## src/rtl/decoder_sequencer_pkg.sv

```systemverilog
// decoder_sequencer_pkg: shared states, protocol numbers and abort length for the decoder sequencer
package decoder_sequencer_pkg;
    typedef enum logic [1:0] {IDLE, FEED, WAIT, ABORT} state_t;
    localparam logic [7:0] PROTO_TCP = 8'd6;
    localparam logic [7:0] PROTO_UDP = 8'd17;
    localparam int ABORT_LEN = 2;
endpackage

```

## src/rtl/decoder_sequencer_sat_counter.sv

```systemverilog
// sat_counter: statistics counter that sticks at all-ones instead of wrapping
module sat_counter #(
    parameter int CNT_W = 16
) (
    input  logic             clk,
    input  logic             clr,
    input  logic             inc,
    output logic [CNT_W-1:0] count
);
    always_ff @(posedge clk)
        count <= clr ? '0 : (inc && !(&count)) ? count + 1'b1 : count;
endmodule

```

## src/rtl/decoder_sequencer.sv

```systemverilog
// decoder_sequencer: feeds frame-buffer packets to the IP/TCP/UDP decoder and tracks the outcome
// Statistics counters are built only when DECODER_SEQ_STATS_EN is defined; otherwise they read 0.
module decoder_sequencer
    import decoder_sequencer_pkg::*;
#(
    parameter int TIMEOUT_CYCLES = 4096,
    parameter int CNT_W          = 16
) (
    input  logic             clk,
    input  logic             reset,
    input  logic [31:0]      in_data,
    input  logic             in_valid,
    input  logic             in_sop,
    input  logic             in_eop,
    output logic             in_ready,
    output logic [31:0]      dec_data,
    output logic             dec_start,
    output logic             dec_reset,
    input  logic             dec_ok,
    input  logic             dec_fin,
    input  logic [7:0]       dec_protocol,
    output logic             pkt_done,
    output logic             pkt_ok,
    output logic [CNT_W-1:0] tcp_cnt,
    output logic [CNT_W-1:0] udp_cnt,
    output logic [CNT_W-1:0] err_cnt,
    output logic [CNT_W-1:0] drop_cnt
);
    localparam int TW = TIMEOUT_CYCLES > 2 ? $clog2(TIMEOUT_CYCLES) : 1;
    localparam logic [TW-1:0] T_LAST = TW'(TIMEOUT_CYCLES - 1);
    localparam logic [TW-1:0] A_LAST = TW'(ABORT_LEN - 1);

    state_t        state, state_next;
    logic [TW-1:0] timer;
    logic          go, feed_ok, done_wait, done_abort;
    logic          tcp_inc, udp_inc, err_inc, drop_inc;

    always_ff @(posedge clk)
        state <= reset ? IDLE : state_next;

    always_comb begin
        state_next = state;
        case (state)
            IDLE:    state_next = go ? (in_eop ? WAIT : FEED) : IDLE;
            FEED:    state_next = (dec_fin || !in_valid || in_sop) ? ABORT : in_eop ? WAIT : FEED;
            WAIT:    state_next = dec_fin ? IDLE : (timer == T_LAST) ? ABORT : WAIT;
            ABORT:   state_next = (timer == A_LAST) ? IDLE : ABORT;
            default: state_next = IDLE;
        endcase
    end

    always_comb begin
        in_ready   = state == IDLE || state == FEED;
        dec_reset  = reset || state == ABORT;
        go         = state == IDLE && in_valid && in_sop;
        drop_inc   = state == IDLE && in_valid && !in_sop;
        feed_ok    = state == FEED && in_valid && !in_sop;
        done_wait  = state == WAIT && dec_fin;
        done_abort = state == ABORT && timer == A_LAST;
        tcp_inc    = done_wait && dec_ok && dec_protocol == PROTO_TCP;
        udp_inc    = done_wait && dec_ok && dec_protocol == PROTO_UDP;
        err_inc    = (done_wait && !dec_ok) || done_abort;
    end

    // One timer serves both the WAIT timeout and the ABORT length: it restarts on every state change.
    always_ff @(posedge clk)
        timer <= (reset || state_next != state) ? '0 : timer + 1'b1;

    always_ff @(posedge clk) begin
        if (reset) begin
            dec_data  <= '0;
            dec_start <= 1'b0;
            pkt_done  <= 1'b0;
            pkt_ok    <= 1'b0;
        end else begin
            dec_start <= go;
            pkt_done  <= done_wait || done_abort;
            if (go || feed_ok)
                dec_data <= in_data;
            if (done_wait)
                pkt_ok <= dec_ok;
            else if (done_abort)
                pkt_ok <= 1'b0;
        end
    end

`ifdef DECODER_SEQ_STATS_EN
    sat_counter #(.CNT_W(CNT_W)) u_tcp  (.clk(clk), .clr(reset), .inc(tcp_inc),  .count(tcp_cnt));
    sat_counter #(.CNT_W(CNT_W)) u_udp  (.clk(clk), .clr(reset), .inc(udp_inc),  .count(udp_cnt));
    sat_counter #(.CNT_W(CNT_W)) u_err  (.clk(clk), .clr(reset), .inc(err_inc),  .count(err_cnt));
    sat_counter #(.CNT_W(CNT_W)) u_drop (.clk(clk), .clr(reset), .inc(drop_inc), .count(drop_cnt));
`else
    logic unused_stats;
    assign unused_stats = &{1'b0, tcp_inc, udp_inc, err_inc, drop_inc};
    assign tcp_cnt  = '0;
    assign udp_cnt  = '0;
    assign err_cnt  = '0;
    assign drop_cnt = '0;
`endif
endmodule

```

## config.mk

```make
export PLATFORM = sky130hd
export DESIGN_NAME = decoder_sequencer
export DESIGN_NICKNAME = d
export VERILOG_FILES = /design/src/rtl/decoder_sequencer_pkg.sv /design/src/rtl/decoder_sequencer_sat_counter.sv /design/src/rtl/decoder_sequencer.sv
export SDC_FILE = /design/constraint.sdc
export NUM_CORES = 1
export LEC_CHECK = 0
export ABC_AREA = 1
export BUFFER_PORTS_ARGS = -buffer_cell sky130_fd_sc_hd__buf_2
export CAP_MARGIN = 20
export CORE_MARGIN = 5
export CORE_UTILIZATION = 49
export CTS_BUF_LIST = sky130_fd_sc_hd__clkbuf_4
export DETAILED_ROUTE_END_ITERATION = 10
export PLACE_DENSITY = 0.88
export SLEW_MARGIN = 20
export SYNTH_ARGS = -nofsm -noshare
export SYNTH_HDL_FRONTEND = slang
export SYNTH_SLANG_ARGS = --single-unit
```

## constraint.sdc

```tcl
create_clock -name clk -period 3.85 [get_ports clk]
set_input_delay 0 -clock clk [delete_from_list [all_inputs] [get_ports clk]]
set_output_delay 0 -clock clk [all_outputs]
set_load 0.05 [all_outputs]
```

==> results_dict.tcl <==
set metrics [dict create \
    wire_per_inst_um 13.1 \
    areaGrowthSynthToFinish_pct 23.2 \
    port_buffers 75 \
    nFillCells 377 \
    start_util_pct 49.8 \
    worstHoldEndpoint "pkt_done" \
    placed_area_um2 2670 \
    ant_nets 0 \
    leakagePower_uw 0.00156 \
    crit_family "simple AND/OR/NAND/NOR gates" \
    hp-class "in -> reg" \
    antenna_found_initial 0 \
    ys_seq_area_share_pct 39.0 \
    synth_cell_types 27 \
    chipWidth_um 81.6 \
    busiest_layer "met2" \
    clock_latency_ns 0.37 \
    cts-resized-gates 0 \
    post-route-period-util_pct 61.3 \
    post_cts_buffers 0 \
    cp_common_cell "nor2_1" \
    grtUsageTotal_pct 19.7 \
    reg2reg_slack_ns 1.49 \
    fp.dieArea_um2 6660 \
    grt_pass1_vias 2206 \
    cp-end-kind "flip-flop" \
    cap_violations 0 \
    crit_chain "nor2_1 -> nand3_1 -> nand2_1 -> inv_2 -> nor2_1 -> nor2_1" \
    io_pins 148 \
    finalHoldViolations 0 \
    num_rows 26 \
    hold_depth 5 \
    cp_slowest_cell "nand2_1" \
    ir_worst_vdd_mv 0.265 \
    ys.warnings.count 0 \
    tightest_slew_ns 0.960 \
    cp_max_fo 33 \
    globalRouteMet1Util_pct 22.3 \
    routed_wl_um 6690 \
    fp.coreArea_um2 5040 \
    via_per_inst 4.63 \
    final_cell_mix "nor2_1 (88), buf_2 (75), conb_1 (64)" \
    diodes 0 \
    drv_slew 0 \
    slowest_delay_ns 0.74 \
    met3_usage_pct 6.47 \
    cts_buffer_depth 2 \
    vias 2358 \
    nets 487 \
    grt_pass1_wl_um 10100 \
    grt_max_degree 36 \
    grtUsageMet2_pct 33.6 \
    drtIter0Drc 144 \
    root_buffer "clkbuf_4" \
    max_freq_ghz 0.423 \
    htree_levels 2 \
    grt_remaining_overflow 0 \
    cts_tree "built" \
    rsz0062_at_grt "no" \
    cts_sinks 49 \
    worstReg2RegStart "state[1]" \
    setup_viol 0 \
    power_density_nw_per_um2 406 \
    gp_congestion 0.810 \
    r2r_end "dec_data[31]" \
    cp-start-kind "flip-flop" \
    clk_pin_slew_ns 0.15 \
    hold_start "dec_fin" \
    cp.buffers_inverters 1 \
    drive_gt1_share_pct 23.9 \
    skew_ns 0.0116 \
    drcViolationCount 0 \
    reg2reg_depth 6 \
    period_needed_ns 2.36 \
    critPathKind "reg -> reg" \
    dieHeight_um 81.6 \
    syn_area_um2 2510 \
    dp_hpwl_um 3950 \
    avgSynthCellArea_um2 7.59 \
    cp.required_ns 4.12 \
    cts_buffers 5 \
    synth-seq-cells 49 \
    final_area_um2 3090 \
    hold_buffers 37 \
    tns_ns 0 \
    first_pass_iters 5 \
    final_common_cell "nor2_1" \
    slew-limit-headroom_pct 35.8 \
    synth_cells 331 \
    status "completed" \
    arrival_ns 2.64 \
]
## sequential cells by signal, indices dropped and copies added, names as in the netlist
name	count
timer	12
state	2
dec_data	32
pkt_done	1
dec_start	1
pkt_ok	1
## power by group
part	internal [µW]	leakage [µW]	switching, µW
Sequential	545	0.000401	22.7
Clock	69.6	0.0000326	169
Combinational	91.3	0.00112	359
Total	706	0.00156	551
## layer usage
| layer | part of all wire, % | wire length, µm |
|---|---|---|
| met1 | 37 | 2450 |
| met2 | 49 | 3250 |
| met3 | 12 | 800 |
| met4 | 2.7 | 183 |
| met5 | 0 | 0 |
## worst reg2reg max path, cell delays in order (launching register included)
cell and delay [ns]:
dfxtp_1 0.39, nor2_1 0.18, nand3_1 0.14, nand2_1 0.74, inv_2 0.49, nor2_1 0.26, nor2_1 0.07
## synthesized netlist by cell type (all sizes together)
cell type  instances  share of area [%]
and2               1               0.25
nand3b             1               0.30
a21oi              2               0.55
nand4              4                1.0
nand3              7                1.8
nor2             102                 17
buf               71                 21
clkbuf             4               0.60
ha                 2                1.0
dfxtp             49                 39
o21ai             35                7.0
xnor2              5                1.7
inv               17                2.5
o31ai              1               0.50
nand2             25                4.3
conb               1               0.15
xor2               4                1.4
## stage by stage
step	hold WS [ns]	total power, µW	util, %	std cells	setup slack, ns
after floorplan	0.0691	969	-	394	2.34
after detailed placement	0.231	987	52.9	464	1.63
after global placement	0.220	981	52.9	464	1.70
after global routing	0.0880	1310	61.4	509	1.29
after CTS	0.0307	1250	61.4	509	1.62
final	0.0468	1260	61.4	509	1.49
## worst max-delay path by stage
| stage | startpoint | end | slack (ns) | cells after the start |
|---|---|---|---|---|
| after global placement | state[1] | dec_data[9] | 1.70 | 6 |
| after floorplan | state[1] | timer[4] | 2.34 | 9 |
| after CTS | state[1] | dec_data[12] | 1.62 | 6 |
| after detailed placement | state[1] | dec_data[12] | 1.63 | 6 |
| after global routing | state[0] | dec_data[31] | 1.29 | 6 |
| final | state[1] | dec_data[31] | 1.49 | 6 |
## cell families (layout without fill, tap and decap cells)
kind of cell | count (synthesis) | in the layout | synth area share (%)
compound gates | 38 | 38 | 8.02
xor+xnor | 9 | 9 | 3.14
fa+ha+maj | 2 | 2 | 0.996
buf+inv | 92 | 137 | 24.2
flops | 49 | 49 | 39.0
other cells | 1 | 64 | 0.149
simple gates | 140 | 140 | 24.5
## cell type report
class / count / area (µm²) / area share, %
clock inverter: 3 / 17.5 / 0.566
sequential: 49 / 981 / 31.7
clock buffer: 5 / 37.5 / 1.21
inverter: 17 / 63.8 / 2.06
tap: 70 / 87.6 / 2.83
multi-input combinational: 253 / 1160 / 37.5
timing repair buffer: 112 / 746 / 24.1
No activity file was read; power rests on OpenSTA's default activity.
